File: config.mk
export PLATFORM = sky130hd
export DESIGN_NAME = home_ctrl_sequencer
export DESIGN_NICKNAME = d
export VERILOG_FILES = /design/src/rtl/home_ctrl_pkg.sv /design/src/rtl/home_climate_fsm.sv /design/src/rtl/home_ctrl_sequencer.sv
export SDC_FILE = /design/constraint.sdc
export NUM_CORES = 1
export LEC_CHECK = 0
export CORE_ASPECT_RATIO = 0.6
export CORE_MARGIN = 2
export CORE_UTILIZATION = 40
export CTS_CLUSTER_SIZE = 25
export DETAILED_ROUTE_END_ITERATION = 7
export PLACE_DENSITY = 0.66
export SYNTH_ARGS = -nofsm -noshare
export SYNTH_HDL_FRONTEND = slang
export SYNTH_SLANG_ARGS = --single-unit
File: constraint.sdc
create_clock -name clk -period 4.9 [get_ports clk]
set_input_delay 0.98 -clock clk [delete_from_list [all_inputs] [get_ports clk]]
set_output_delay 0.98 -clock clk [all_outputs]
set_load 0.02 [all_outputs]
File: src/rtl/home_ctrl_pkg.sv
// Shared types and helpers for the home-automation controller.
package home_ctrl_pkg;

   typedef enum logic [1:0] {
      LkLocked   = 2'd0,
      LkUnlocked = 2'd1,
      LkLockout  = 2'd2
   } lock_state_e;

   typedef enum logic [1:0] {
      ClOff = 2'd0,
      ClFan = 2'd1,
      ClAc  = 2'd2
   } climate_state_e;

   localparam logic [3:0] FAN_SPEED_MAX = 4'hF;

   // Threshold minus hysteresis, clamped at zero instead of wrapping.
   function automatic logic [4:0] sat_sub(input logic [3:0] a, input logic [3:0] b);
      return (a > b) ? ({1'b0, a} - {1'b0, b}) : 5'd0;
   endfunction

   // min(temp - thr + 1, 15), clamped at zero when temp sits below thr - 1.
   function automatic logic [3:0] fan_speed(input logic [3:0] temp, input logic [3:0] thr);
      logic [4:0] w_num;
      w_num = {1'b0, temp} + 5'd1;
      if (w_num <= {1'b0, thr}) return 4'd0;
      w_num = w_num - {1'b0, thr};
      return (w_num > {1'b0, FAN_SPEED_MAX}) ? FAN_SPEED_MAX : w_num[3:0];
   endfunction

endpackage

File: src/rtl/home_climate_fsm.sv
// Climate scheduler: mutually exclusive FAN/AC modes with hysteresis and a minimum hold time.
module home_climate_fsm
   import home_ctrl_pkg::*;
#(
   parameter int unsigned MIN_HOLD = 8
) (
   input  logic       clk,
   input  logic       rst_n,
   input  logic       i_enable,
   input  logic [3:0] i_temp,
   input  logic [3:0] i_temp_fan,
   input  logic [3:0] i_temp_ac,
   input  logic [3:0] i_hyst,
   output logic       o_fan_en,
   output logic       o_ac_en,
   output logic       o_wind_en,
   output logic [3:0] o_fan_out
);

   localparam int unsigned HW = $clog2(MIN_HOLD + 1);

   climate_state_e r_state, w_state_d, w_mode_req;
   logic [HW-1:0]  r_hold, w_hold_d;
   logic [4:0]     w_temp5, w_fan_exit, w_ac_exit;
   logic           w_fan_en_d, w_ac_en_d, w_wind_en_d;
   logic [3:0]     w_fan_out_d;

   assign w_temp5    = {1'b0, i_temp};
   assign w_fan_exit = sat_sub(i_temp_fan, i_hyst);
   assign w_ac_exit  = sat_sub(i_temp_ac, i_hyst);

   always_ff @(posedge clk or negedge rst_n) begin
      if (!rst_n) begin
         r_state   <= ClOff;
         r_hold    <= '0;
         o_fan_en  <= 1'b0;
         o_ac_en   <= 1'b0;
         o_wind_en <= 1'b0;
         o_fan_out <= 4'd0;
      end else begin
         r_state   <= w_state_d;
         r_hold    <= w_hold_d;
         o_fan_en  <= w_fan_en_d;
         o_ac_en   <= w_ac_en_d;
         o_wind_en <= w_wind_en_d;
         o_fan_out <= w_fan_out_d;
      end
   end

   always_comb begin
      w_mode_req = r_state;
      unique case (r_state)
         ClOff: begin
            if (w_temp5 >= {1'b0, i_temp_ac})       w_mode_req = ClAc;
            else if (w_temp5 >= {1'b0, i_temp_fan}) w_mode_req = ClFan;
         end
         ClFan: begin
            if (w_temp5 >= {1'b0, i_temp_ac}) w_mode_req = ClAc;
            else if (w_temp5 < w_fan_exit)    w_mode_req = ClOff;
         end
         ClAc: begin
            if (w_temp5 < w_ac_exit)
               w_mode_req = (w_temp5 >= {1'b0, i_temp_fan}) ? ClFan : ClOff;
         end
         default: w_mode_req = ClOff;
      endcase

      w_state_d = r_state;
      w_hold_d  = r_hold;
      if (!i_enable) begin
         w_state_d = ClOff;
         w_hold_d  = '0;
      end else if (r_hold != '0) begin
         w_hold_d = r_hold - HW'(1);
      end else if (w_mode_req != r_state) begin
         w_state_d = w_mode_req;
         w_hold_d  = HW'(MIN_HOLD - 1);
      end
   end

   // Outputs follow the next state so they change on the same edge as the mode.
   always_comb begin
      w_fan_en_d  = (w_state_d == ClFan);
      w_ac_en_d   = (w_state_d == ClAc);
      w_wind_en_d = (w_state_d == ClFan);
      w_fan_out_d = 4'd0;
      if (w_state_d == ClFan)     w_fan_out_d = fan_speed(i_temp, i_temp_fan);
      else if (w_state_d == ClAc) w_fan_out_d = 4'd1;
   end

endmodule

File: src/rtl/home_ctrl_sequencer.sv
// Door lock sequencer, light gating and climate control top.
// Optional HOME_CTRL_ALARM_EN adds an alarm output that blinks during lockout.
module home_ctrl_sequencer
   import home_ctrl_pkg::*;
#(
   parameter logic [3:0]  PASS_CODE   = 4'b0110,
   parameter int unsigned MAX_TRIES   = 3,
   parameter int unsigned LOCKOUT_CYC = 16,
   parameter logic [3:0]  TEMP_FAN    = 4'd8,
   parameter logic [3:0]  TEMP_AC     = 4'd11,
   parameter logic [3:0]  HYST        = 4'd1,
   parameter int unsigned MIN_HOLD    = 8
) (
   input  logic       clk,
   input  logic       rst_n,
   input  logic       pa_valid,
   input  logic [3:0] pa,
   input  logic       relock,
   input  logic [3:0] light_req,
   input  logic [3:0] temp,
   output logic       lock_out,
   output logic       lockout_active,
   output logic [1:0] fail_cnt,
   output logic [3:0] light_out,
   output logic       fan_en,
   output logic       ac_en,
   output logic       wind_en,
   output logic [3:0] fan_out
`ifdef HOME_CTRL_ALARM_EN
   ,
   output logic       alarm
`endif
);

   localparam int unsigned TW = $clog2(LOCKOUT_CYC);

   lock_state_e   r_state, w_state_d;
   logic [1:0]    r_fail_cnt, w_fail_cnt_d, w_fail_inc;
   logic [TW-1:0] r_timer, w_timer_d;
   logic          r_lock_out, r_lockout_active;
   logic [3:0]    r_light;
   logic          w_lock_out_d, w_lockout_active_d;
   logic [3:0]    w_light_d;
   logic          w_unlocked_d;

   assign w_fail_inc = r_fail_cnt + 2'd1;

   always_ff @(posedge clk or negedge rst_n) begin
      if (!rst_n) begin
         r_state          <= LkLocked;
         r_fail_cnt       <= 2'd0;
         r_timer          <= '0;
         r_lock_out       <= 1'b0;
         r_lockout_active <= 1'b0;
         r_light          <= 4'd0;
      end else begin
         r_state          <= w_state_d;
         r_fail_cnt       <= w_fail_cnt_d;
         r_timer          <= w_timer_d;
         r_lock_out       <= w_lock_out_d;
         r_lockout_active <= w_lockout_active_d;
         r_light          <= w_light_d;
      end
   end

   always_comb begin
      w_state_d    = r_state;
      w_fail_cnt_d = r_fail_cnt;
      w_timer_d    = r_timer;
      unique case (r_state)
         LkLocked: begin
            if (pa_valid) begin
               if (pa == PASS_CODE) begin
                  w_state_d    = LkUnlocked;
                  w_fail_cnt_d = 2'd0;
               end else begin
                  w_fail_cnt_d = w_fail_inc;
                  if (w_fail_inc == 2'(MAX_TRIES)) begin
                     w_state_d = LkLockout;
                     w_timer_d = TW'(LOCKOUT_CYC - 1);
                  end
               end
            end
         end
         // relock wins over a simultaneous attempt because attempts are ignored here anyway.
         LkUnlocked: begin
            if (relock) w_state_d = LkLocked;
         end
         LkLockout: begin
            if (r_timer == '0) begin
               w_state_d    = LkLocked;
               w_fail_cnt_d = 2'd0;
            end else begin
               w_timer_d = r_timer - TW'(1);
            end
         end
         default: w_state_d = LkLocked;
      endcase
   end

   always_comb begin
      w_unlocked_d       = (w_state_d == LkUnlocked);
      w_lock_out_d       = w_unlocked_d;
      w_lockout_active_d = (w_state_d == LkLockout);
      w_light_d          = w_unlocked_d ? light_req : 4'd0;
   end

   assign lock_out       = r_lock_out;
   assign lockout_active = r_lockout_active;
   assign fail_cnt       = r_fail_cnt;
   assign light_out      = r_light;

   home_climate_fsm #(
      .MIN_HOLD (MIN_HOLD)
   ) u_climate (
      .clk        (clk),
      .rst_n      (rst_n),
      .i_enable   (w_unlocked_d),
      .i_temp     (temp),
      .i_temp_fan (TEMP_FAN),
      .i_temp_ac  (TEMP_AC),
      .i_hyst     (HYST),
      .o_fan_en   (fan_en),
      .o_ac_en    (ac_en),
      .o_wind_en  (wind_en),
      .o_fan_out  (fan_out)
   );

`ifdef HOME_CTRL_ALARM_EN
   logic       r_alarm;
   logic [1:0] r_alarm_ph, w_alarm_ph_inc;

   assign w_alarm_ph_inc = r_alarm_ph + 2'd1;

   // Two cycles high, two low, starting high on the lockout entry edge.
   always_ff @(posedge clk or negedge rst_n) begin
      if (!rst_n) begin
         r_alarm    <= 1'b0;
         r_alarm_ph <= 2'd0;
      end else if (w_state_d == LkLockout) begin
         if (r_state != LkLockout) begin
            r_alarm    <= 1'b1;
            r_alarm_ph <= 2'd0;
         end else begin
            r_alarm    <= ~w_alarm_ph_inc[1];
            r_alarm_ph <= w_alarm_ph_inc;
         end
      end else begin
         r_alarm    <= 1'b0;
         r_alarm_ph <= 2'd0;
      end
   end

   assign alarm = r_alarm;
`endif

endmodule
## After elaboration in Yosys (flattened, before gate mapping)

Index checks and enable logic that the tools add are counted.

- Output and inout port bits: 15
- Flip-flop bits (word level): 26
- Logic and storage cells: 82

- Order comparisons: 6
- Eq/ne operators: 17
- Add/sub/neg operators: 5
- Muxes and demuxes: 36
- Reductions and logical operators: 7

Operators by type and width:

| cell | number |
|---|---|
| 4-bit 2-to-1 mux | 12 |
| 2-bit 2-to-1 mux | 16 |
| 2-bit one-hot mux with 3 select lines | 2 |
| 2-bit == test, second input constant | 5 |
| 2-bit inequality test, second input constant | 5 |
| 2-bit by 1-bit == test with 1-bit output, second input constant | 4 |
| 4-bit >= comparator, second input constant | 2 |
| 4-bit one-hot mux with 2 select lines | 1 |
| 4-bit by 1-bit subtractor with 4-bit output, second input constant | 2 |
| 4-bit by 1-bit adder with 5-bit output, second input constant | 1 |
| 5-bit by 4-bit > comparator with 1-bit output, second input constant | 1 |
| 5-bit by 4-bit less-or-equal comparator with 1-bit output, second input constant | 1 |
| 5-bit AND reduction | 1 |
| 5-bit by 4-bit subtractor with 5-bit output, second input constant | 1 |
| 4-bit by 3-bit == test with 1-bit output, second input constant | 1 |
| 2-bit zero test | 2 |
| 4-bit zero test | 1 |
| 4-bit by 3-bit < comparator with 1-bit output, second input constant | 1 |
| 4-bit < comparator, second input constant | 1 |
| 1-bit 2-to-1 mux | 4 |
| 2-bit one-hot mux with 2 select lines | 1 |
| 4-bit nonzero test | 1 |
| 3-bit inequality test, second input constant | 1 |
| 3-bit AND reduction | 1 |
| 3 further kinds | 3 |

## Depth between registers and ports, before layout

Gate-level depths: netlist of the first run.

- Depth in word-level cells: 12
- Depth in mapped cells: 9
- Gate-level depth less buffers: 8

## By module

Synthesis of the first run repeated with hierarchy kept, for this count alone.

- Cells, all modules: 246
- Area total of the unflattened synthesis: 2282.2 µm²

By module, submodules not included:

| module | cells each | times used | area each (µm²) |
|---|---|---|---|
| home_climate_fsm | 187 | 1 | 1621.6 |
| home_ctrl_sequencer | 59 | 1 | 660.6 |

## Least setup slack after synthesis of the first run

No wires, ideal clock.

- Path type: input-to-reg
- Start point: input port temp[0]
- End point: register u_climate.o_fan_out[0]
- Data required time: 4.780 ns
- Path buffers: 1
- Path slack: 2.320 ns
- Stages on the path: 7
- Arrival: 2.460 ns
- Cell sequence: ha_1 -> buf_2 -> or3b_1 -> o32a_2 -> a32oi_4 -> and3b_1 -> a41o_1

- Cells in the longest elaborated chain, start to end: 11
- Elaborated cells on any way between the ends: 27
- Those cells by class: add/sub (2); order compare (6); eq/ne (3); mux (16)

Ends and longest elaborated chain:

| what | line | text |
|---|---|---|
| start, declared | home_ctrl_sequencer.sv:20 | `input logic [3:0] temp,` |
| 4-bit >= comparator / 4-bit by 3-bit < comparator with 1-bit output (equally long branches) | home_climate_fsm.sv:55, home_climate_fsm.sv:63, home_climate_fsm.sv:59 |  |
| 1-bit 2-to-1 mux (tied with other cells) | home_climate_fsm.sv:63 | `w_mode_req = (w_temp5 >= {1'b0, i_temp_fan}) ? ClFan : ClOff;` |
| 2-bit 2-to-1 mux, on equally long branches | home_climate_fsm.sv:62, home_climate_fsm.sv:54, home_climate_fsm.sv:58 |  |
| 2-bit one-hot mux with 3 select lines (*) | home_climate_fsm.sv:52 | `unique case (r_state)` |
| 2-bit inequality test | home_climate_fsm.sv:75 | `end else if (w_mode_req != r_state) begin` |
| 2-bit 2-to-1 mux (*) | home_climate_fsm.sv:75 |  |
| 2-bit 2-to-1 mux (*) | home_climate_fsm.sv:73 | `end else if (r_hold != '0) begin` |
| 2-bit 2-to-1 mux (*) | home_climate_fsm.sv:70 | `if (!i_enable) begin` |
| 2-bit == test (*) | - |  |
| named net u_climate.w_ac_en_d | home_climate_fsm.sv:25 | `logic w_fan_en_d, w_ac_en_d, w_wind_en_d;` |
| 1-bit 2-to-1 mux (*) | home_climate_fsm.sv:88 | `else if (w_state_d == ClAc) w_fan_out_d = 4'd1;` |
| 4-bit 2-to-1 mux (*) | home_climate_fsm.sv:87 | `if (w_state_d == ClFan) w_fan_out_d = fan_speed(i_temp, i_temp_fan);` |
| named net u_climate.w_fan_out_d[0] | home_climate_fsm.sv:26 | `logic [3:0] w_fan_out_d;` |
| end signal, assigned | home_climate_fsm.sv:46 | `o_fan_out <= w_fan_out_d;` |
| end, declared | home_climate_fsm.sv:17 | `output logic [3:0] o_fan_out` |

The timed path passes the listed nets; every way through them passes the cells marked *. The select of a mux whose other input is x is not followed.
A chain may end at the register's enable or synchronous reset.

## Worst setup path in the final report of the first run

- Start point: input port temp[1]
- End point: register u_climate.r_hold[1]

- Cells in the longest elaborated chain, start to end: 6
- Elaborated cells on any way between the ends: 13
- Those cells by class: order compare (4); eq/ne (2); mux (7)

Ends and longest elaborated chain:

| what | line | text |
|---|---|---|
| 4-bit >= comparator / 4-bit by 3-bit < comparator with 1-bit output (equally long branches) | home_climate_fsm.sv:55, home_climate_fsm.sv:63, home_climate_fsm.sv:59 |  |
| 1-bit 2-to-1 mux (tied with other cells) | home_climate_fsm.sv:63 |  |
| 2-bit 2-to-1 mux, on equally long branches | home_climate_fsm.sv:62, home_climate_fsm.sv:54, home_climate_fsm.sv:58 |  |
| 2-bit one-hot mux with 3 select lines (*) | home_climate_fsm.sv:52 |  |
| 2-bit inequality test (*) | home_climate_fsm.sv:75 |  |
| 3-bit inequality test (no line) (*) | - |  |
| end signal, assigned | home_climate_fsm.sv:42 | `r_hold <= w_hold_d;` |
| end, declared | home_climate_fsm.sv:23 | `logic [HW-1:0] r_hold, w_hold_d;` |

Mark *: on every way between the ends. The rest lies on a longest branch, timed or not.

==> results.md, run 1 <==
- Status: finished clean
- Hold Path Class: flop to flop
- Global-route wire length before repair: 5.20 mm
- Max Cap Violations: 0
- Pre-antenna DRT Iters: 4
- Post-CTS setup buffer count: 0
- Buffers on Ports: 30
- Fillers: 336
- Worst Hold Path EP: fail_cnt[1]
- Ant diodes: 0
- Worst Setup Start Kind: input port
- Gr usage total: around 17%
- R2R cell count: 7
- Area Overhead vs Synth: 25.4%
- Clock tree root driver cell: clkbuf_8
- Worst skew pair latency: 0.27 ns
- Dominant cells by area after synthesis: dfrtp_1 44%, ha_1 6.8%, a21oi_1 4.1%
- Worst r2r src: u_climate.r_hold[0]
- Vias: 1190
- Critical Path RT: 5.07 ns
- Sink Count: 26
- Die X: 82.6 µm
- Static Leak: 0.816 nW
- Highest clock rate: 0.331 GHz
- CP endpoint kind: flop
- H-tree Lvls: 1
- Routability cong.: 0.786
- Synthesized Nets: around 180
- Distinct cells, synth: 43
- Vias/cell: 5.29
- Global route overflow: 0
- Worst IR drop on VDD: 183 µV
- CTS tree: built
- CP top delay family: compound AO/OA/AOI/OAI gates
- I/O pin total: 31
- Cts hold-fix bufs: 0
- Tmin final: 3.02 ns
- Post-detailed-route wirelength per cell: between 10 and 15 µm
- Starting DRT DRC Count: 55
- Slew margin rel.: 24.3%
- RSZ-0062 raised after global routing: false
- WP data arrival: 3.19 ns
- Largest fanout on the critical path: 8
- PD cells: 360 mW/mm²
- # resized after CTS: 0
- Synth Register Bits: 26
- Slew Viols, Final: 0
- Syn Area/Cell: 9.75 µm²
- Antenna-violating nets left: 0
- Die height: around 50 µm
- Yosys top cell area share: 43.9%
- Final net count: 203
- Syn Inst Count: around 150
- Reg-to-reg slack, setup: roughly 2.8 ns
- Core area: 0.00362 mm²
- Initial Util: 41.0%
- Clock transition at the registers of the reported paths: roughly 0.090 ns
- Worst hold path cell count: 2
- Setup TNS: 0 ns
- Largest area contributor in the netlist: dfrtp_1
- Final Cycle Share: 61.7%
- R2r endpoint: u_climate.o_fan_out[0]
- Vias in the first global route: 1156
- Layout cells sized above 1: 6.18%
- Core Util, Final: 51.4%
- Hold_sp: fail_cnt[1]
- Cell chain of the critical path: clkdlybuf4s50_1 > ha_1 > a21boi_0 > o32a_2 > a21boi_2 > nor2b_1 > a2111oi_2
- Skew final: about 0.0015 ns
- Full die area: 0.00423 mm²
- Kind of critical path: input port to flop
- Buf/Inv on CP: 1
- Final WL: 3.06 mm
- Worst slew pin tran: 1.13 ns
- Post-synthesis sequential area ratio: 43.9%
- Cts bufs inserted: 3
- # rows: 17
- Final HPWL DP: 2.27 mm
- Clk buf depth: 2
- Final hold vios: 0
- Synthesized cell area: 0.00148 mm²
- Antenna violations before repair: 0
- DRC viols: 0
- Worst path max stage delay: 0.64 ns
- Critical Path Slowest Stage Cell: clkdlybuf4s50_1
- Final setup vio count: 0
- Pin count of the biggest net entering global routing: 27
- Yosys warns: 0
[layer usage]
layer / vias to the layer above / part of all wire (%) / GRT usage (%)
li1: 584 / - / -
met1: 583 / 49 / 22.3
met2: 19 / 46 / 25.4
met3: 4 / 3.6 / 4.95
met4: 0 / 1.2 / 5.74
met5: - / 0 / 0
[cell usage after synthesis, drive strengths merged]
library cell / instances
inv: 14
nor3b: 4
o31ai: 4
and2: 5
o21a: 1
clkbuf: 2
nor2: 15
a41o: 1
o31a: 1
a2111oi: 2
dfrtp: 26
or3b: 2
nor3: 6
nand4b: 1
o22ai: 1
ha: 8
a21boi: 2
nand2: 7
mux2i: 1
a41oi: 1
xor2: 1
o21ai: 7
nand2b: 3
nand3b: 1
and3b: 1
buf: 6
o32a: 1
a21oi: 12
nand4bb: 2
mux2: 1
a32oi: 1
xnor2: 1
or3: 1
nand3: 6
o2111a: 2
nor2b: 2
[cell usage in the layout, fill, tap and decap left out, types with 2 or more instances in the layout]
cell type | netlist | layout
a21oi_1 | 12 | 12
and2_1 | 5 | 5
clkbuf_8 | 0 | 3
clkdlybuf4s50_1 | 0 | 30
dfrtp_1 | 26 | 26
ha_1 | 8 | 8
inv_1 | 14 | 14
nand2_1 | 7 | 7
nand2b_1 | 3 | 3
nand3_1 | 6 | 6
nand4bb_1 | 2 | 2
nor2_1 | 15 | 15
nor2b_1 | 2 | 2
nor3_1 | 6 | 6
nor3b_1 | 3 | 3
o21ai_0 | 7 | 7
o31ai_1 | 4 | 4
or3b_1 | 2 | 2
[tightest hold or removal path, cell delays in order, from the launching register on]
cell     delay, ns
dfrtp_1       0.37
o21ai_0       0.09
o31ai_1       0.07
[through the flow]
| stage | cells | instance area (µm²) | setup slack, ns | total power [mW] | hold WS [ns] |
|---|---|---|---|---|---|
| global placement | 221 | 1790 | 1.70 | 0.485 | 0.522 |
| global route | 225 | 1860 | 1.70 | 0.716 | 0.602 |
| finish | 225 | 1860 | 1.88 | 0.669 | 0.571 |
| floorplan | 152 | 1480 | 2.32 | 0.421 | 0.493 |
| CTS | 225 | 1860 | 1.89 | 0.675 | 0.578 |
| detailed placement | 221 | 1790 | 1.61 | 0.497 | 0.557 |
[cell families (layout without fill, tap and decap cells)]
| logic type | count (synthesis) | in the layout | share of synthesized area (%) |
|---|---|---|---|
| AND/OR/NAND/NOR | 56 | 56 | 21.0 |
| buffers and inverters | 22 | 48 | 7.17 |
| multiplexers | 2 | 2 | 1.69 |
| XOR/XNOR | 2 | 2 | 1.18 |
| flip-flops | 26 | 26 | 43.9 |
| adder cells (fa/ha/maj) | 8 | 8 | 6.75 |
| AO/OA/AOI/OAI | 36 | 36 | 18.3 |
[layout make-up]
type                       count  area (µm²)  share of cell area (%)
timing repair buffer          30         300                    16.2
clock buffer                   3        41.3                    2.22
tap                           47        58.8                    3.16
inverter                      14        52.6                    2.83
clock inverter                 1        30.0                    1.62
multi-input combinational    104         726                    39.0
sequential                    26         651                    35.0
[where the power goes]
group	internal, mW	switching (mW)	total [mW]
Sequential	0.248	0.0471	0.295
Combinational	0.0908	0.107	0.197
Clock	0.109	0.0674	0.177
Total	0.448	0.221	0.669
[sequential cells by signal (all words and copies together), names as in the netlist]
| signal | flops |
|---|---|
| fail_cnt | 2 |
| light_out | 4 |
| lock_out | 1 |
| lockout_active | 1 |
| r_state | 2 |
| r_timer | 4 |
| u_climate.o_ac_en | 1 |
| u_climate.o_fan_out | 4 |
| u_climate.o_wind_en | 1 |
| u_climate.r_hold | 4 |
| u_climate.r_state | 2 |
[worst max-delay path by stage]
stage                       start                endpoint  slack [ns]  cells after the start
after CTS                 temp[1]     u_climate.r_hold[1]        1.89                      7
after global placement    temp[1]  u_climate.o_fan_out[0]        1.70                      7
final                     temp[1]     u_climate.r_hold[1]        1.88                      7
after floorplan           temp[0]  u_climate.o_fan_out[0]        2.32                      7
after detailed placement  temp[1]  u_climate.o_fan_out[0]        1.61                      7
after global routing      temp[1]     u_climate.r_hold[1]        1.70                      7
(Power assumes the default switching activity.)
==> run 2, diff against run 1 <==
- clock period: 4.9 -> 2.9 ns (I/O delays scaled with it)
==> run 2 against run 1 <==
Register-to-register slack worse by 2.0 ns. Clock-buffer cell count grew 1. Via count up 2.8%. Cell area is 1.1% higher. Final cell count grew 2.2%. Non-clock buffer count rose by 5. First-iteration DRC count increased by 110%.
==> results.md, run 2 (same netlist as run 1, synthesis figures left out) <==
- Cts bufs inserted: 3 (unchanged)
- Final net count: 208 (was 203)
- Worst slew pin tran: 0.639 ns (was 1.13 ns)
- Setup WS pre-CTS: 0.168 ns (was 1.61 ns)
- Worst IR drop on VDD: 327 µV (was 183 µV)
- Clk buf depth: 2 (unchanged)
- Antenna violations before repair: 0 (unchanged)
- Initial Util: 41.0% (unchanged)
- PD cells: 564 mW/mm² (was 360 mW/mm²)
- I/O pin total: 31 (unchanged)
- Slew margin rel.: 57.4% (was 24.3%)
- Highest clock rate: 0.407 GHz
- WP data arrival: 2.62 ns (was 3.19 ns)
- Global route overflow: 0 (unchanged)
- Pin count of the biggest net entering global routing: 27 (unchanged)
- Slew Viols, Final: 0 (unchanged)
- Die X: 82.6 µm (unchanged)
- Final Cycle Share: 84.8%
- DRC viols: 0 (unchanged)
- Largest fanout on the critical path: 8 (unchanged)
- Core area: 0.00362 mm² (unchanged)
- H-tree Lvls: 1 (unchanged)
- FF+latch area: 651 µm² (unchanged)
- Gr usage total: 17.0% (was 16.6%)
- Sink Count: 26 (unchanged)
- Skew final: 0.00639 ns (was 0.00153 ns)
- Area taken by multi-input logic gates: 726 µm² (unchanged)
- Final setup vio count: 0 (unchanged)
- Final setup margin: 0.442 ns (was 1.88 ns)
- Worst Setup Start Kind: input port (unchanged)
- Routability cong.: 0.842 (was 0.786)
- Post-detailed-route wirelength per cell: 13.5 µm (was 13.6 µm)
- Post-CTS setup buffer count: 0 (unchanged)
- CTS tree: built (unchanged)
- Pre-antenna DRT Iters: 4 (unchanged)
- Most frequent cells in the layout: 30 x clkdlybuf4s50_1, 26 x dfrtp_1, 15 x nor2_1 (unchanged)
- Hold Path Class: flop to flop (unchanged)
- Die height: 51.2 µm (unchanged)
- RSZ-0062 raised after global routing: false (unchanged)
- Critical Path RT: 3.06 ns (was 5.07 ns)
- Core Util, Final: 52.0% (was 51.4%)
- Clock tree root driver cell: clkbuf_8 (unchanged)
- Tmin final: 2.46 ns
- Full die area: 0.00423 mm² (unchanged)
- Cts hold-fix bufs: 0 (unchanged)
- CP endpoint kind: flop (unchanged)
- Worst path max stage delay: 0.44 ns (was 0.64 ns)
- Global-route wire length before repair: 5.29 mm (was 5.20 mm)
- Max Cap Violations: 0 (unchanged)
- Layout cells sized above 1: 8.74% (was 6.18%)
- Vias in the first global route: 1123 (was 1156)
- Area Overhead vs Synth: 26.8% (was 25.4%)
- # rows: 17 (unchanged)
- Starting DRT DRC Count: 118 (was 55)
- Buf/Inv on CP: 1 (unchanged)
- Final hold vios: 0 (unchanged)
- Fillers: 336 (unchanged)
- Antenna-violating nets left: 0 (unchanged)
- Cell Area, Placed: 0.00183 mm² (was 0.00179 mm²)
- Vias: 1223 (was 1190)
- Critical Path Slowest Stage Cell: clkdlybuf4s50_1 (unchanged)
- CP top delay family: compound AO/OA/AOI/OAI gates (unchanged)
- Setup TNS: 0 ns (unchanged)
- Kind of critical path: input port to flop (unchanged)
- Final WL: 3.11 mm (was 3.06 mm)
- Ant diodes: 0 (unchanged)
- Worst skew pair latency: 0.27 ns (about the same)
- Final HPWL DP: 2.38 mm (was 2.27 mm)
- # resized after CTS: 0 (unchanged)
- Cell chain of the critical path: clkdlybuf4s50_1 > ha_1 > or3b_1 > o32a_2 > a32oi_4 > and3b_1 > a41o_1 (was clkdlybuf4s50_1 > ha_1 > a21boi_0 > o32a_2 > a21boi_2 > nor2b_1 > a2111oi_2)
- Vias/cell: 5.32 (was 5.29)
- Final Cell Area: 0.00188 mm² (was 0.00186 mm²)
- Commonest non-fill, non-tap cell in the layout: clkdlybuf4s50_1 (unchanged)
- Status: finished clean (unchanged)
- Static Leak: 0.833 nW (was 0.816 nW)
- Buffers on Ports: 30 (unchanged)
- Final Power: 1.06 mW (was 0.669 mW)
- Clock transition at the registers of the reported paths: 0.09 ns (about the same)
## run 2: cell count changes in the layout (fill, tap and decap cells not counted)
cell	change
buf_4	+5
bufinv_16	-1
clkbuf_8	+1
## run 2: cell type report
class	count	share of cell area, %
timing repair buffer	35	18.0
inverter	14	2.79
sequential	26	34.6
tap	47	3.13
clock buffer	4	2.93
multi-input combinational	104	38.6
## run 2: per-stage QoR
step	instances	hold slack, ns
global placement	226	0.518
finish	230	0.551
global route	230	0.595
floorplan	152	0.284
CTS	230	0.558
detailed placement	226	0.538
## run 2: worst paths after layout
| path | startpoint | slack [ns] | cells after the start | endpoint |
|---|---|---|---|---|
| max | temp[0] | 0.44 | 7 | u_climate.o_fan_out[0] |
| min | r_timer[2] | 0.55 | 2 | r_timer[2] |
| max reg2reg | u_climate.r_hold[1] | 0.86 | 7 | u_climate.o_fan_out[0] |
| min reg2reg | r_timer[2] | 0.55 | 2 | r_timer[2] |
| max in group asynchronous | rst_n | 1.97 | 2 | u_climate.r_state[0] |
| min in group asynchronous | rst_n | 0.68 | 2 | r_timer[3] |
## run 2: report_power, final
group	switching, mW	total (mW)	leakage [nW]	internal (mW)
Clock	0.108	0.229	0.0288	0.121
Combinational	0.178	0.335	0.463	0.157
Sequential	0.0780	0.497	0.342	0.419
Total	0.364	1.06	0.833	0.698
## run 2: metal layers
layer	part of all wire, %	track usage, %	vias up	routed length, µm
met5	0	0	-	0
met4	0.58	3.28	0	18
met3	6.4	5.83	2	198
met2	44	23.7	36	1380
met1	49	25.4	590	1510
li1	-	-	595	-
## run 2: worst register-to-register path: stages (launching register included)
cell and delay (ns):
dfrtp_1 0.38, inv_1 0.09, ha_1 0.21, nor3b_2 0.36, o21ai_0 0.23, a32oi_4 0.26, and3b_1 0.23, a41o_1 0.20
==> run 3, diff against run 2 <==
- clock period: 2.9 -> 2.35 ns (I/O delays scaled with it)
==> run 3 against run 2 <==
Non-clock buffer count increased by 7. Via count decreased by 1.1%. Hold slack improved by 0.0061 ns. Die area unchanged. Largest power group unchanged. Critical endpoint is now u_climate.o_fan_out[2].
==> results.md, run 3 (same netlist as run 1, synthesis figures left out) <==
- Status: finished clean (unchanged)
- Clock transition at the registers of the reported paths: 0.09 ns (about the same)
- Hold Path Class: input port to asynchronous set/reset pin (was flop to flop)
- Final HPWL DP: 2.40 mm (was 2.38 mm)
- Layout cells sized above 1: 12.1% (was 8.74%)
- Die height: 51.2 µm (unchanged)
- PD cells: 725 mW/mm² (was 564 mW/mm²)
- CP endpoint: u_climate.o_fan_out[2] (was u_climate.o_fan_out[0])
- Cts bufs inserted: 3 (unchanged)
- R2r endpoint: u_climate.o_fan_out[2] (was u_climate.o_fan_out[0])
- R2R cell count: 8 (was 7)
- Core area: 0.00362 mm² (unchanged)
- Final setup vio count: 0 (unchanged)
- Post-detailed-route wirelength per cell: 13.2 µm (was 13.5 µm)
- Met3 GRT Util: 5.12% (was 5.83%)
- I/O pin total: 31 (unchanged)
- Worst slew pin tran: 0.467 ns (was 0.639 ns)
- Sw Ratio: 32.2% (was 34.3%)
- Cts hold-fix bufs: 0 (unchanged)
- Worst Setup Start Kind: input port (unchanged)
- Routability cong.: 0.767 (was 0.842)
- Met1 Use GR: 24.3% (was 25.4%)
- CTS tree: built (unchanged)
- GR Layer Usage met2: 26.3% (was 23.7%)
- Final WL: 3.13 mm (was 3.11 mm)
- Part of the power in registers: 42.6% (was 46.8%)
- Buf/Inv on CP: 2 (was 1)
- Critical Path RT: 2.55 ns (was 3.06 ns)
- Commonest non-fill, non-tap cell in the layout: clkdlybuf4s50_1 (unchanged)
- Switching pwr: 0.455 mW (was 0.364 mW)
- Crit. Startpoint: temp[0] (unchanged)
- DRC viols: 0 (unchanged)
- Fillers: 301 (was 336)
- CP endpoint kind: flop (unchanged)
- Largest fanout on the critical path: 4 (was 8)
- Kind of critical path: input port to flop (unchanged)
- RSZ-0062 raised after global routing: false (unchanged)
- Tmin final: 2.21 ns
- Antenna violations before repair: 0 (unchanged)
- Static Leak: 0.873 nW (was 0.833 nW)
- Slew margin rel.: 68.9% (was 57.4%)
- Skew final: 0.00438 ns (was 0.00639 ns)
- WHS: 0.557 ns (was 0.551 ns)
- Sink Count: 26 (unchanged)
- Worst IR drop on VDD: 382 µV (was 327 µV)
- Max Cap Violations: 0 (unchanged)
- Final net count: 215 (was 208)
- Slew Viols, Final: 0 (unchanged)
- Reg-to-reg slack, setup: 0.26 ns (was 0.86 ns)
- Vias/cell: 5.10 (was 5.32)
- Starting DRT DRC Count: 104 (was 118)
- Pin count of the biggest net entering global routing: 27 (unchanged)
- Clk buf depth: 2 (unchanged)
- Cell depth of the worst setup path: 8 (was 7)
- Cell chain of the critical path: clkdlybuf4s50_1 > ha_1 > or3b_1 > o32a_2 > a32oi_4 > buf_4 > nand4b_1 > a21oi_1 (was clkdlybuf4s50_1 > ha_1 > or3b_1 > o32a_2 > a32oi_4 > and3b_1 > a41o_1)
- Comb power frac: 31.6% (about the same)
- Buffers on Ports: 30 (unchanged)
- Area Overhead vs Synth: 31.5% (was 26.8%)
- Final hold vios: 0 (unchanged)
- Ant diodes: 0 (unchanged)
- Initial Util: 41.0% (unchanged)
- H-tree Lvls: 1 (unchanged)
- Pre-antenna DRT Iters: 4 (unchanged)
- Worst r2r src: u_climate.r_hold[0] (was u_climate.r_hold[1])
- Vias in the first global route: 1178 (was 1123)
- Critical Path Slowest Stage Cell: clkdlybuf4s50_1 (unchanged)
- Gr usage total: 17.2% (was 17.0%)
- Clock tree root driver cell: clkbuf_8 (unchanged)
- Global route overflow: 0 (unchanged)
- Setup TNS: 0 ns (unchanged)
- CP top delay family: compound AO/OA/AOI/OAI gates (unchanged)
- # rows: 17 (unchanged)
- Final Power: 1.41 mW (was 1.06 mW)
- Pint: 0.958 mW (was 0.698 mW)
- Final Cycle Share: 94.1%
- Clk pwr share: 25.8% (was 21.5%)
- Post-CTS setup buffer count: 0 (unchanged)
- Vias: 1209 (was 1223)
- Highest clock rate: about 0.45 GHz
- Core Util, Final: 53.9% (was 52.0%)
- Die X: 82.6 µm (unchanged)
- # resized after CTS: 0 (unchanged)
- Antenna-violating nets left: 0 (unchanged)
- Global-route wire length before repair: 5.47 mm (was 5.29 mm)
- WP data arrival: 2.41 ns (was 2.62 ns)
- Full die area: 0.00423 mm² (unchanged)
- Worst path max stage delay: 0.42 ns (was 0.44 ns)
- Most frequent cells in the layout: 30 x clkdlybuf4s50_1, 26 x dfrtp_1, 15 x nor2_1 (unchanged)
- Worst skew pair latency: 0.27 ns (about the same)
- GRT Max-Usage Layer: met2 (was met1)
-- run 3: how the worst min path moves through the flow --
stage / end / depth (start not counted) / from
2_1_floorplan: fail_cnt[0] / 0 / rst_n
3_3_place_gp: r_timer[2] / 2 / r_timer[2]
3_5_place_dp: r_timer[2] / 2 / r_timer[2]
4_1_cts: r_timer[0] / 2 / rst_n
5_1_grt: u_climate.o_ac_en / 2 / rst_n
6_report: r_timer[2] / 2 / rst_n
-- run 3: per-layer routing --
| layer | wire length [µm] | share of wire, % | vias up |
|---|---|---|---|
| met5 | 0 | 0 | - |
| met4 | 20 | 0.64 | 0 |
| met3 | 195 | 6.2 | 2 |
| met2 | 1370 | 44 | 29 |
| met1 | 1550 | 50 | 572 |
| li1 | - | - | 606 |
-- run 3: worst reg2reg max path: stages, from the launching register on --
cell      delay [ns]
dfrtp_1         0.39
inv_1           0.09
ha_1            0.21
nor3b_2         0.39
o21ai_0         0.25
a32oi_4         0.22
buf_4           0.16
nand4b_1        0.15
a21oi_1         0.17
-- run 3: stage by stage --
stage,setup slack (ns),instances,cell area [µm²]
after global placement,-0.0787,233,1880
after CTS,0.134,237,1950
final,0.138,237,1950
after detailed placement,-0.134,233,1880
after global routing,0.0222,237,1950
after floorplan,0.280,152,1480
-- run 3: final cells by class --
cell class | instances | area (µm²) | area share [%]
clock inverter | 1 | 30.0 | 1.54
multi-input combinational | 104 | 726 | 37.2
timing repair buffer | 42 | 390 | 20.0
tap | 47 | 58.8 | 3.02
clock buffer | 3 | 41.3 | 2.12
inverter | 14 | 52.6 | 2.70
sequential | 26 | 651 | 33.4
-- run 3: power groups by stage --
| stage | Clock [mW] | Combinational, mW | Sequential, mW |
|---|---|---|---|
| after global routing | 0.392 | 0.513 | 0.617 |
| final | 0.365 | 0.446 | 0.601 |
| after floorplan | 0 | 0.279 | 0.599 |
| after global placement | 0 | 0.431 | 0.604 |
| after CTS | 0.377 | 0.452 | 0.601 |
| after detailed placement | 0 | 0.449 | 0.611 |
